<file path="src/rtl/irq_ctl.sv">
`default_nettype none
// +----------------------------------------------------------------------+
// | irq_ctl : 8-source IRQ / 1-source NMI controller on the 65C02 bus    |
// | Rev 1.0                                                              |
// +----------------------------------------------------------------------+
module irq_ctl #(
  parameter logic [15:0] BASE  = 16'hFE00,
  parameter logic [3:0]  VBASE = 4'hF
) (
  input  logic        clk,
  input  logic        RST_N,
  input  logic [15:0] AD,
  input  logic [7:0]  DI,
  input  logic        WE,
  output logic [7:0]  DO,
  output logic        SEL,
  input  logic [7:0]  SRC,
  input  logic        NMI_SRC,
  output logic        IRQ,
  output logic        NMI
);

  localparam logic [2:0] OFF_STATUS = 3'd0;
  localparam logic [2:0] OFF_ENABLE = 3'd1;
  localparam logic [2:0] OFF_EDGE   = 3'd2;
  localparam logic [2:0] OFF_VECTOR = 3'd3;
  localparam logic [2:0] OFF_NMICTL = 3'd4;

  // Bit 8 of the synchroniser chain carries NMI_SRC.
  logic [8:0] s1_q, s2_q, s3_q;
  logic [7:0] lat_q, lat_d;
  logic [7:0] enable_q, enable_d;
  logic [7:0] edge_q, edge_d;
  logic [7:0] do_q, do_d;
  logic       nmi_q, nmi_d;
  logic       irq_q, irq_d;
  logic       sel_q, sel_d;

  logic [8:0] rise;
  logic [7:0] pend, qual, vector, clr;
  logic       win, wr, rd;
  logic [2:0] off;

  always_comb begin
    rise = s2_q & ~s3_q;
    win  = (AD[15:3] == BASE[15:3]);
    off  = AD[2:0];
    wr   = win & WE;
    rd   = win & ~WE;

    pend = (edge_q & lat_q) | (~edge_q & s2_q[7:0]);
    qual = pend & enable_q;

    // Descending scan so the lowest qualifying index is the one that sticks.
    vector = {VBASE, 4'hF};
    for (int i = 7; i >= 0; i--) begin
      if (qual[i]) vector = {VBASE, i[2:0], 1'b0};
    end

    clr      = (wr && off == OFF_STATUS) ? DI : 8'h00;
    // Set beats clear; level-mode bits hold no state.
    lat_d    = edge_q & (rise[7:0] | (lat_q & ~clr));
    enable_d = (wr && off == OFF_ENABLE) ? DI : enable_q;
    edge_d   = (wr && off == OFF_EDGE) ? DI : edge_q;
    nmi_d    = rise[8] | (nmi_q & ~(wr && off == OFF_NMICTL && DI[0]));
    irq_d    = |qual;

    sel_d = rd;
    do_d  = 8'h00;
    if (rd) begin
      case (off)
        OFF_STATUS: do_d = pend;
        OFF_ENABLE: do_d = enable_q;
        OFF_EDGE:   do_d = edge_q;
        OFF_VECTOR: do_d = vector;
        OFF_NMICTL: do_d = {7'b0, nmi_q};
        default:    do_d = 8'h00;
      endcase
    end
  end

  always_ff @(posedge clk or negedge RST_N) begin
    if (!RST_N) begin
      s1_q     <= 9'h000;
      s2_q     <= 9'h000;
      s3_q     <= 9'h000;
      lat_q    <= 8'h00;
      enable_q <= 8'h00;
      edge_q   <= 8'h00;
      do_q     <= 8'h00;
      nmi_q    <= 1'b0;
      irq_q    <= 1'b0;
      sel_q    <= 1'b0;
    end else begin
      s1_q     <= {NMI_SRC, SRC};
      s2_q     <= s1_q;
      s3_q     <= s2_q;
      lat_q    <= lat_d;
      enable_q <= enable_d;
      edge_q   <= edge_d;
      do_q     <= do_d;
      nmi_q    <= nmi_d;
      irq_q    <= irq_d;
      sel_q    <= sel_d;
    end
  end

  assign DO  = do_q;
  assign SEL = sel_q;
  assign IRQ = irq_q;
  assign NMI = nmi_q;

endmodule
`default_nettype wire
</file>
<file path="config.mk">
export PLATFORM = sky130hd
export DESIGN_NAME = irq_ctl
export DESIGN_NICKNAME = d
export VERILOG_FILES = /design/src/rtl/irq_ctl.sv
export SDC_FILE = /design/constraint.sdc
export NUM_CORES = 1
export LEC_CHECK = 0
export ABC_AREA = 1
export BUFFER_PORTS_ARGS = -buffer_cell sky130_fd_sc_hd__buf_2
export CORE_ASPECT_RATIO = 1.4
export CORE_MARGIN = 5
export CORE_UTILIZATION = 35
export CTS_CLUSTER_SIZE = 28
export DETAILED_ROUTE_END_ITERATION = 10
export SETUP_SLACK_MARGIN = 0.4
export SLEW_MARGIN = 25
export SYNTH_ARGS = -nofsm -noshare
export SYNTH_HDL_FRONTEND = slang
export SYNTH_SLANG_ARGS = --single-unit
export TNS_END_PERCENT = 30
</file>
<file path="constraint.sdc">
create_clock -name clk -period 3.1 [get_ports clk]
set_clock_uncertainty 0.15 [all_clocks]
set_input_delay 0.775 -clock clk [delete_from_list [all_inputs] [get_ports clk]]
set_output_delay 0.775 -clock clk [all_outputs]
set_load 0.01 [all_outputs]
</file>
* Word level (Yosys, flattened, before mapping) *
Index checks and enable logic that the tools add are counted.
W data, S select, Z words.

operators by class
  eq/ne operators = 5
  mux-type cells = 11
  bitwise logic cells = 17
  reduce and logical (&&, ||, !) cells = 7

operators with widths
  operator                count
  $mux W8                 8
  $and A8 B8 Y8           5
  $pmux W8 S5             1
  $not A8 Y8              2
  $or A8 B8 Y8            2
  $eq A13 B13 Y1 const B  1
  $and A9 B9 Y9           1
  $not A9 Y9              1
  $reduce_or A8 Y1        1
  $eq A3 B2 Y1 const B    2
  $logic_and A1 B1 Y1     5
  $and A1 B1 Y1           3
  $eq A3 B1 Y1 const B    1
  $eq A3 B3 Y1 const B    1
  $logic_not A3 Y1        1
  $mux W2                 1
  $not A1 Y1              2
  $mux W1                 1
  $or A1 B1 Y1            1

word-level totals
  register bits after elaboration = 62
  bits of input ports = 36
  output and inout bits = 11
  logic and storage cells = 50

* Longest topological paths before layout *
Gate-level depths: netlist of run 1.

  depth after elaboration = 14
  gate-level depth with buffers = 11
  gate-level depth less buffers = 11

* Worst setup path after synthesis of run 1 *
Ideal clock, no wire load.

  kind = in2reg
  start = input AD[6]
  end = register enable_q[4]
  library setup time = 118 ps
  arrival = 1640 ps
  data required time = 2832 ps
  setup slack = 1192 ps
  stages on the path = 9
  buffers on the path = 1
  cell sequence = nor2_1 nand4_2 nor3_2 nand2_2 clkinv_4 nand2_4 buf_6 nand2_2 o21ai_2

between the ends
  word-level cells in the longest chain between the ends = 3

RTL lines
  what                  RTL line  source
  from (decl)           12        input logic [15:0] AD,
  $eq A13 B13 Y1        46        win = (AD[15:3] == BASE[15:3]);
  $and A1 B1 Y1         48        wr = win & WE;
  $logic_and A1 B1 Y1   63        enable_d = (wr && off == OFF_ENABLE) ? DI : enable_q;
  to (signal assigned)  99        enable_q <= enable_d;
  to (decl)             32        logic [7:0] enable_q, enable_d;

No other way between the ends.
A chain may end at the register's enable or synchronous reset.

* Final worst setup path of run 1 *
  start = register nmi_q (netlist: NMI)
  end = output NMI

RTL lines
  what                    RTL line  source
  from (decl)             35        logic nmi_q, nmi_d;
  from (signal assigned)  102       nmi_q <= nmi_d;
  to (decl)               20        output logic NMI

No word-level cell between the ends.

==> results of run 1 <==
[metal layers]
metal	vias up	routed length [um]	GRT usage [%]
met4	0	165	7.852
li1	960	-	-
met5	-	0	0
met1	898	2190	14.97
met2	53	2791	21.04
met3	13	368	5.947
[cells in the mapped netlist (all sizes together) (2+ instances only)]
master / number / share of area (%)
nand3b: 9 / 3.1
inv: 40 / 5.8
dfrtp: 62 / 59
nor2: 13 / 2.3
nand2: 90 / 14
nand3: 6 / 1.2
nor3: 2 / 0.58
o21ai: 23 / 6.7
a221oi: 4 / 1.3
buf: 2 / 0.86
a21oi: 11 / 2.1
nand4: 3 / 0.96
[state kept, by name, indices dropped and copies added (netlist names)]
signal    flops
IRQ           1
s2_q          9
SEL           1
s1_q          9
NMI           1
s3_q          9
edge_q        8
enable_q      8
lat_q         8
DO            8
[worst paths after layout]
| check | start | end | slack, ns | cells past startpoint |
|---|---|---|---|---|
| setup / recovery | NMI | NMI | 1.28 | 1 |
| hold / removal | s1_q[8] | s2_q[8] | 0.20 | 0 |
| setup reg to reg | edge_q[1] | DO[0] | 1.53 | 7 |
| hold reg to reg | s1_q[8] | s2_q[8] | 0.20 | 0 |
| max in group asynchronous | RST_N | s3_q[2] | 1.87 | 2 |
| min in group asynchronous | RST_N | s3_q[4] | 0.32 | 1 |
[per-stage QoR]
step                      area [um^2]  instances  hold slack [ns]  setup WS [ns]
after floorplan                  2610        269           0.1812          1.192
after global placement           2959        411           0.1821         0.9359
after detailed placement         2959        411           0.1858         0.8904
after CTS                        3141        427           0.2022          1.250
after global routing             3141        427           0.2073          1.163
final                            3141        427           0.2010          1.277
[logic make-up (layout without fill, tap and decap cells)]
logic type | count (synthesis) | in the layout | synth area share [%]
buffers and inverters | 43 | 104 | 6.951
DFF | 62 | 62 | 59.44
and+or+nand+nor | 124 | 124 | 22.91
AOI/OAI and AO/OA | 40 | 40 | 10.69
[power groups by stage]
stage | sequential (mW) | combinational [mW] | clock (mW)
after floorplan | 0.847 | 0.0298 | 0
after global placement | 0.849 | 0.0813 | 0
after detailed placement | 0.849 | 0.0826 | 0
after CTS | 0.834 | 0.0829 | 0.695
after global routing | 0.836 | 0.0935 | 0.734
final | 0.834 | 0.0805 | 0.673
[cell type report]
| cell class | instances | area [um^2] |
|---|---|---|
| Multi-Input combinational cell | 164 | 877.1 |
| Inverter | 41 | 158.9 |
| Clock inverter | 5 | 50.05 |
| Tap cell | 97 | 121.4 |
| Fill cell | 768 | 4174 |
| Timing Repair Buffer | 47 | 250.2 |
| Clock buffer | 11 | 131.4 |
| Sequential cell | 62 | 1551 |
==> metrics list, run 1 <==
- Outcome: complete, no violations
* Max-slew violations: 0
- Grouping stages by cell kind, the critical path spends the most delay in flip-flops.
- The number of antenna violations at the first check in global routing was 0.
- Instance count of the mapped netlist: roughly 270
- Required time at the worst-slack endpoint: 2.17 ns
* # hold bufs at CTS: 0
* Number of sinks driven by the clock tree: between 60 and 70
- Vias per cell: 4.506
* Number of global-route vias before repair: 1,984
- Remaining antenna violation count: 0
- In this run the tightest slew margin relative to its limit is 53.50%.
- Hold WC Path Type: flop to flop
- Placement row count: 37
- After layout, the design draws a total of between 1.5 and 2 mW.
- Dpl hpwl: 3939 um
- Buffers inserted during clock tree synthesis total 9.
- The detailed router finished its first iteration with 82 violations.
* Routed length per instance: 12.92 um
* Number of diodes: 0
* Number of register bits inferred by synthesis: 62
- In this run the power spent charging and discharging nets is 0.3653 mW.
- The worst setup path is captured at an output port.
- Combinational logic is responsible for under 10% of the overall power.
- In the final layout, the share of cells above drive strength 1 is approximately 28%.
* Share of flip-flops with an asynchronous set or reset after synthesis: 100.0%
- Post-CTS repair changed the size of 0 cells.
* H-tree levels: 3
* Port Buffer Count: 46
- Actual slew at the worst max-slew pin: 0.6975 ns
- Total count of hold-check failures in the final report: 0
- Counting along the longest clock path gives a buffer depth of 2.
* Total internal power: 1.222 mW
- After detailed routing, the number of remaining DRC violations is 0.
* First-pass GRT wire length: about 9600 um
* I/O pin cnt: 47
* Count of unique library cells instantiated by Yosys: 25
* Last weighted congestion value of the routability-driven placer: between 0.8 and 0.9
* Crit path cell chain: buf_2
* Remaining Overflow, GRT: 0
- Max Fanout on Critical Path: 3
- CTS clk-pin slew, worst paths: 0.06 ns
- The floorplan step defined a die boundary enclosing roughly 9300 um^2.
- Dividing total power by cell area gives a power density of 505.5 nW/um^2.
- Cell leakage power: between 1.5 and 2 nW
- Top flip-flop cell by instance count after synthesis: sky130_fd_sc_hd__dfrtp_1
- The synthesized design contains 0 enable-type register cells.
- After floorplanning, the core was sized to cover 7315 um^2.
- After clock tree synthesis, the setup repair step added 0 buffers.
* Pin count of the biggest net entering global routing: 35
- Max rail drop VDD: 0.0002114 V
* Height of the chip: 112.2 um
* Post-Syn Area: 2610 um^2
* Number of detailed-route iterations in the first pass: 4
- RSZ-0062 raised after global routing: false
- Master of the slowest instance on the critical path: sky130_fd_sc_hd__dfrtp_1
- Arrival time worst endpoint: 0.90 ns
- Register area share after synthesis: 59.44%
* Yosys Warn Count: 0
- Number of nets in the finished design: 361
* Layout-stage area growth over the synthesis result: 20.33%
- Final sum of negative setup slack: 0 ns
* Total routing usage reported by global routing: 13.38%
- Overall routed net length: 5515 um
- The clock reaches the later pin of the worst-skew pair after 0.35 ns.
* Tcrit/Tclk final: 58.82%
- Kind of launch point of the worst setup path: flop
* Max Cap Viol: 0
* Final core utilization: 42.94%
* Final setup violation count: 0
- Net switching is 23.01% of the power.
- Kind of critical path: flop to output port
* Starting Density: 35.68%
- Net Count, Synth: 305
- The library cells used most frequently in the layout, excluding fill and tap cells, are 83 x sky130_fd_sc_hd__nand2_1, 62 x sky130_fd_sc_hd__dfrtp_1, 46 x sky130_fd_sc_hd__buf_2.
- Total via count after detailed routing: 1,924
* Fmax: 0.5485 GHz
- Leaving out fill and tap cells, the most frequent cell in the layout is sky130_fd_sc_hd__nand2_1.
- Per report_power, the sequential group accounts for 52.5% of the total.
- Critical path buffer and inverter count: 1
* Mean post-synth cell area: between 9 and 10 um^2
* Part of the power in the clock network: 42.4%
- Die width: 82.99 um
* Minimum period implied by the final worst setup slack: ~1.8 ns
* Clock tree from TritonCTS: done
* Root buffer cell: sky130_fd_sc_hd__clkbuf_8
* Delay of the slowest critical-path stage: 0.40 ns
(Power assumes the default switching activity.)
==> inputs of run 2 (changes only) <==
- clock period: 3.1 -> 1.9 ns (I/O delays scaled with it)
==> run 2 against run 1 <==
Against the previous run: sequential share of layout area down 3.3 points; clock-buffer cell count rose by 1; global-route usage shrank 0.57 points; cell count is 2.6% higher; non-clock buffer count increased by 12; via count is 4.1% higher; die area did not move; routed wire length increased by 2.7%; setup slack got worse by 0.86 ns; largest cell class unchanged.
==> metrics list, run 2 (synthesis gave the netlist of run 1 again) <==
- Delay of the slowest critical-path stage: 0.39 ns (about the same)
* Kind of launch point of the worst setup path: flop
* Fmax: 0.6722 GHz
- The final-layout setup total negative slack came to 0 ns (unchanged).
* CP endpoint kind: output port
- The clock transition at the registers of the reported paths is 0.07 ns (about the same).
* Final core utilization: 46.08% (+3.1 points)
- The run finished with clean final reports.
- Number of design-rule violations left by the first detailed-router iteration: 106 (+29%)
* Number of design rule violations left after detail routing: 0 (unchanged)
- Clock tree from TritonCTS: done
- The number of diodes was 0 (unchanged).
* Cell leakage power: 1.727 nW (+2.9%)
- In this run the worst setup path begins at DO[3].
* Max Fanout on Critical Path: 1 (-2)
* Hold WC Path Type: input port to flop
- Total count of hold-check failures in the final report: 0 (unchanged)
- The number of global-route vias before repair came to 2,009 (+1.3%).
- Setup repair after global routing could not meet its margin everywhere.
* Tcrit/Tclk final: 78.29%
- The routed length per instance came to 12.93 um (+0.14%).
- The number of antenna violations at the first check in global routing is 0 (unchanged).
* Area taken by flip-flops and latches: 1555 um^2 (+0.24%)
* Actual slew at the worst max-slew pin: 0.7391 ns (+0.04158 ns)
* Dpl hpwl: 3784 um (-3.9%)
- The critical path goes through buf_2.
* Max-slew violations: 0 (unchanged)
* Max Cap Viol: 0 (unchanged)
- The startpoint identified for the worst register-to-register timing path is edge_q[6].
- Total routing usage reported by global routing: 12.81% (-0.57 points)
- The peak supply drop was 0.0003100 V (+47%).
* Port Buffer Count: 46 (unchanged)
* Fill cell instance count of the final layout: 757 (-1.4%)
- The slack of the worst reg-to-reg path was 0.44 ns (-1.09 ns).
* Number of nets in the finished design: 374 (+3.6%)
- Hold Startpoint: NMI_SRC
- Number of buffers inserted during clock tree synthesis: 9 (unchanged)
- H-tree levels: 3 (unchanged)
- The share of final-layout standard cells stronger than drive strength 1 was 38.42% (+11 points).
- Largest registers ranked by flip-flop count: s1_q: 9 flops, s2_q: 9 flops, s3_q: 9 flops
- The number of sinks driven by the clock tree came to 62 (unchanged).
- Commonest non-fill, non-tap cell in the layout: sky130_fd_sc_hd__nand2_1
* Multi-input logic area: 1011 um^2 (+15%)
- The critical path required time is 1.27 ns (-0.90 ns).
* I/O pin cnt: 47 (unchanged)
* Die width: 82.99 um (unchanged)
* Remaining Overflow, GRT: 0 (unchanged)
- The endpoint arrival time on the critical path is 0.86 ns (-0.04 ns).
- Layout-stage area growth over the synthesis result: 29.15%
- Critical path buffer and inverter count: 1 (unchanged)
- The wire length reported by the detailed router is 5665 um (+2.7%).
- The remaining antenna violation count after routing is 0 (unchanged).
- Leading cell types in the layout, fill and taps excluded: 69 x sky130_fd_sc_hd__nand2_1, 59 x sky130_fd_sc_hd__dfrtp_1, 43 x sky130_fd_sc_hd__buf_2
* Area of the core: 7315 um^2 (unchanged)
- The clock latency on the worst-skew pair is 0.33 ns (-0.02 ns).
- Last weighted congestion value of the routability-driven placer: 0.7791 (-5.3%)
- On the critical path the largest part of the delay comes from flip-flops.
- Starting Density: 35.68% (unchanged)
- Among all stages on the critical path, the largest delay is contributed by sky130_fd_sc_hd__dfrtp_1.
- The number of detailed-route iterations in the first pass is 5 (+1).
- Minimum period implied by the final worst setup slack: 1.488 ns
* Total power divided by cell area: 732.9 nW/um^2 (+45%)
* First-pass GRT wire length: 9349 um (-3.1%)
* Vias per cell: 4.573 (+1.5%)
* Clock Path Buffers: 2 (unchanged)
* Final setup violation count: 0 (unchanged)
* Root buffer cell: sky130_fd_sc_hd__clkbuf_8
* Overall die area: 9309 um^2 (unchanged)
* Pin count of the biggest net entering global routing: 63 (+80%)
- The vias after detailed routing was 2,003 (+4.1%).
- The normalized max-slew margin was 50.40% (-3.1 points).
- Height of the chip: 112.2 um (unchanged)
- By startpoint and endpoint, the worst setup path is classified as flop to output port.
* Placement row count: 37 (unchanged)
==> run 2: layout make-up <==
class | count | share of cell area [%]
well taps | 97 | 3.601
inverters | 41 | 4.714
multi-input cells | 165 | 29.99
flip-flops and latches | 62 | 46.14
clock inverters | 2 | 0.2970
repair buffers | 59 | 10.95
clock buffers | 12 | 4.306
==> run 2: layer usage <==
| metal | part of all wire, % | up-vias | GRT usage, % |
|---|---|---|---|
| met5 | 0 | - | 0 |
| met4 | 2.9 | 0 | 8.833 |
| met3 | 5.8 | 14 | 4.479 |
| met2 | 50 | 65 | 20.13 |
| met1 | 42 | 934 | 14.55 |
| li1 | - | 990 | - |
==> run 2: worst paths after layout <==
path	to	cells past startpoint
worst max-delay path	DO[3]	1
worst min-delay path	s1_q[8]	1
worst max register to register	DO[0]	8
worst min register to register	s2_q[6]	0
max in group asynchronous	edge_q[1]	3
min in group asynchronous	lat_q[7]	3
==> run 2: through the flow <==
stage | std cells | setup WS (ns) | hold slack [ns] | power (mW) | cell area (um^2)
floorplan | 269 | 0.2994 | 0.02941 | 1.431 | 2621
global placement | 412 | 0.05027 | 0.1818 | 1.519 | 2974
detailed placement | 412 | -0.007283 | 0.1847 | 1.523 | 2974
CTS | 430 | 0.3622 | 0.07674 | 2.492 | 3171
global route | 438 | 0.3381 | 0.07173 | 2.583 | 3371
finish | 438 | 0.4124 | 0.09060 | 2.471 | 3371
==> run 2: repair_timing <==
action,4_1_cts,5_1_grt
buffers inserted,3,7
hold buffers,1,0
pin swaps,2,15
endpoints found under the setup margin,13,35
gates cloned,0,1
hold endpoints to repair,20,0
resized for setup,2,39
==> run 2: where the power goes <==
group | internal, mW | switching [mW]
clock network | 0.491 | 0.468
registers | 1.35 | 0.0112
logic | 0.0586 | 0.0924
==> inputs of run 3 (changes only) <==
- ABC_AREA: 1 -> 0
- clock period: 1.9 -> 1.5 ns (I/O delays scaled with it)
==> run 3 against run 2 <==
Against the previous run: the flow now finishes with violations (negative setup slack); global-route usage increased by 1.4 points; register-to-register slack worse by 0.64 ns; die area is 2.0% lower; non-clock buffer count up 51; synthesized cell count shrank 23%; cell count down 3.4%; setup slack lost 0.61 ns; via count did not move.
==> metrics list, run 3 <==
- Remaining Overflow, GRT: 0 (unchanged)
- The number of placed I/O pins was 47 (unchanged).
- The library cell used most frequently in the layout, excluding fill and tap cells, is sky130_fd_sc_hd__dfrtp_1.
* Actual slew at the worst max-slew pin: 0.3408 ns (-0.3983 ns)
- Required time at the worst-slack endpoint: 1.61 ns (+0.34 ns)
- Outcome: finished with violations
* Final core utilization: 53.56% (+7.5 points)
* Number of design rule violations left after detail routing: 0 (unchanged)
* Overall die area: 9121 um^2 (-2.0%)
- The max-slew violation total from the final report came to 0 (unchanged).
- The number of antenna violations at the first check in global routing was 0 (unchanged).
- In the finished design, the share of the clock period the worst path needs comes to 113.2%.
- After synthesis, the largest family of logic cells by area is simple AND/OR/NAND/NOR gates.
* Number of diodes: 0 (unchanged)
- Number of design-rule violations left by the first detailed-router iteration: 77 (-27%)
- Number of nets in the finished design: 360 (-3.7%)
* Net Count, Synth: 243 (-20%)
- Root buffer cell: sky130_fd_sc_hd__clkbuf_8
* Number of cells after detailed placement: 395 (-4.1%)
- The mean post-synth cell area came to 12.32 um^2 (+27%).
- The number of sinks driven by the clock tree came to 62 (unchanged).
* Fraction of layout instances using a drive strength above 1: 49.70% (+11 points)
- The via count normalized by instance count is 4.735 (+3.5%).
- Number of register bits inferred by synthesis: 62 (unchanged)
* RSZ-0062 raised after global routing: true
- Parity-gate share of the synthesized area counting xor and xnor cells: 0% (unchanged)
- Final Worst Setup Slack: -0.1978 ns (-0.6102 ns)
* Overall power of the completed layout: 3.364 mW (+36%)
* Remaining antenna violation count: 0 (unchanged)
- Fraction of the mapped netlist area in simple logic gates: 14.17% (-8.7 points)
- The tightest min-delay check is of the input port to flop type.
- Count of flip-flops with a built-in enable after synthesis: 0 (unchanged)
* Total power divided by cell area: 893.8 nW/um^2 (+22%)
* Kind of critical path: flop to flop
- Max Fanout on Critical Path: 2 (+1)
* Largest registers ranked by flip-flop count: s1_q: 9 flops, s2_q: 9 flops, s3_q: 9 flops
- Total via count after detailed routing: 2,003 (unchanged)
- Dominant cell type by area after synthesis: sky130_fd_sc_hd__dfrtp_1
- The count of filler cells inserted in the layout is 630 (-17%).
- Number of global-route vias before repair: 2,114 (+5.2%)
- Placement row count: 36 (-2.7%)
* Height of the chip: 111.0 um (-1.0%)
* First-pass GRT wire length: 9749 um (+4.3%)
- Setup Slack @ Placement: -0.5148 ns (-0.5075 ns)
- Static timing analysis puts the maximum clock frequency at 0.5890 GHz.
- The most used flip-flop cell after synthesis is sky130_fd_sc_hd__dfrtp_1.
- The static leakage came to 1.813 nW (+5.0%).
- The endpoint arrival time on the critical path was 1.81 ns (+0.95 ns).
- The largest net degree at the start of global routing came to 63 (unchanged).
- The async set or reset register ratio after synthesis is 100.0% (unchanged).
- The effective utilization at floorplan was 36.31% (+0.62 points).
- Count of non-filler cells in the finished layout: 423 (-3.4%)
- The synthesized-area fraction occupied by ao, oa, aoi and oai cells was 12.36% (+1.7 points).
- The clock transition at the registers of the reported paths is 0.06 ns (about the same).
- Area of the core: 7027 um^2 (-3.9%)
- Worst hold slack: 0.1503 ns (+0.05968 ns)
- The post-DP HPWL came to 4127 um (+9.1%).
- The library cells used most frequently in the layout, excluding fill and tap cells, are 62 x sky130_fd_sc_hd__dfrtp_1, 50 x sky130_fd_sc_hd__buf_4, 43 x sky130_fd_sc_hd__buf_2.
- Number of buffers inserted during clock tree synthesis: 9 (unchanged)
- The count of cell types in the netlist was 39 (+56%).
* Adder-cell share of the synthesized area: 0% (unchanged)
- The area share of the largest cell type after synthesis is 60.81% (+1.4 points).
- The number of buffers inserted by port buffering was 46 (unchanged).
- Yosys instantiated no cell more often than sky130_fd_sc_hd__dfrtp_1.
* Max Cap Viol: 0 (unchanged)
* Overall routed net length: 5984 um (+5.6%)
- Kind of launch point of the worst setup path: flop
- TritonCTS built the clock tree.
- Violated checks: negative setup slack
- CP endpoint kind: flop
- The routed length per instance came to 14.15 um (+9.4%).
- The overall die width was 82.16 um (-1.0%).
* Cells taking the most area after synthesis: sky130_fd_sc_hd__dfrtp_1 61%, sky130_fd_sc_hd__mux2_2 9.7%, sky130_fd_sc_hd__o21ai_0 4.3%, sky130_fd_sc_hd__nor2b_1 4.2%, sky130_fd_sc_hd__a21oi_1 3.5%
* Layout-stage area growth over the synthesis result: 47.52%
- The clock latency on the worst-skew pair is 0.34 ns (about the same).
- Post-Syn Area: 2551 um^2 (-2.3%)
- The final number of setup-violating endpoints came to 30 (+30).
- Instance count of the mapped netlist: 207 (-23%)
* Last weighted congestion value of the routability-driven placer: 0.8544 (+9.7%)
- The post-synthesis mux area share was 10.89% (+11 points).
* Total routing usage reported by global routing: 14.24% (+1.4 points)
- Total count of hold-check failures in the final report: 0 (unchanged)
* Max rail drop VDD: 0.0005225 V (+69%)
- The normalized max-slew margin was 77.04% (+27 points).
- By count the netlist is led by 62 x sky130_fd_sc_hd__dfrtp_1, 22 x sky130_fd_sc_hd__mux2_2, 22 x sky130_fd_sc_hd__o21ai_0.
- H-tree levels: 3 (unchanged)
- The fraction of the yosys area taken by sequential cells is 60.81% (+1.4 points).
* Number of detailed-route iterations in the first pass: 4 (-1)
- The worst path in the final design needs a cycle of 1.698 ns, including I/O delays and setup.
* Yosys Warn Count: 0 (unchanged)
- Clock Path Buffers: 2 (unchanged)
==> run 3: cell types whose count changed after synthesis, moves of 7 or more <==
cell / delta
sky130_fd_sc_hd__nor2b_1: +17
sky130_fd_sc_hd__inv_1: -36
sky130_fd_sc_hd__a21oi_1: +7
sky130_fd_sc_hd__mux2_2: +22
sky130_fd_sc_hd__nand2_1: -76
sky130_fd_sc_hd__o21ai_0: +16
sky130_fd_sc_hd__o21ai_2: -16
==> run 3: final cells by class <==
class,count,area [um^2],share of cell area [%]
Inverter,4,15.01,0.3989
Tap cell,95,118.9,3.158
Multi-Input combinational cell,137,1105,29.36
Clock buffer,15,186.4,4.953
Timing Repair Buffer,110,787.0,20.91
Sequential cell,62,1551,41.22
==> run 3: logic make-up (layout without fill, tap and decap cells) <==
logic type / after synthesis / in the layout
AO/OA/AOI/OAI: 55 / 55
AND/OR/NAND/NOR: 57 / 57
buffers and inverters: 8 / 129
multiplexers: 25 / 25
flip-flops: 62 / 62
==> run 3: critical path, cell delays in order (launching register included) <==
cell and delay [ns]:
sky130_fd_sc_hd__dfrtp_1 0.36, sky130_fd_sc_hd__mux2i_1 0.21, sky130_fd_sc_hd__and2b_2 0.25, sky130_fd_sc_hd__nand3b_1 0.19, sky130_fd_sc_hd__or3_4 0.34, sky130_fd_sc_hd__a31oi_1 0.13
==> run 3: path summary, 6_finish.rpt <==
kind                            from           to  slack (ns)  depth (start not counted)
max reg2reg                edge_q[4]        DO[0]       -0.20                          5
min reg2reg                  s1_q[3]      s2_q[3]        0.20                          0
min in group asynchronous      RST_N      s1_q[4]        0.42                          3
max in group asynchronous      RST_N  enable_q[2]        0.50                          3
min                            DI[3]    edge_q[3]        0.15                          2
max                        edge_q[4]        DO[0]       -0.20                          5
==> run 3: per-stage QoR <==
| stage | instance area [um^2] | TNS, ns |
|---|---|---|
| 2_1_floorplan | 2562 | -6.521 |
| 3_3_place_gp | 3289 | -14.29 |
| 3_5_place_dp | 3289 | -15.40 |
| 4_1_cts | 3682 | -4.469 |
| 5_1_grt | 3764 | -4.291 |
| 6_report | 3764 | -1.669 |
==> run 3: per-layer routing <==
layer | global-route usage, % | vias to the layer above | routed length [um]
li1 | - | 984 | -
met1 | 17.44 | 956 | 2511
met2 | 22.56 | 54 | 3008
met3 | 3.415 | 9 | 340
met4 | 7.650 | 0 | 123
met5 | 0 | - | 0
==> run 3: report_power, final <==
group          switching [mW]  total [mW]  internal (mW)
Sequential             0.0145        1.72           1.71
Combinational           0.140       0.283          0.143
Clock                   0.584        1.36          0.773
==> run 3: timing repair <==
action                                  CTS  global route
setup buffers                             3             0
resized for setup                        19            19
endpoints found under the setup margin   46            46
hold buffers                             10             0
gates cloned                              0             0
hold endpoints to repair                 71             0
pin swaps                                12             8
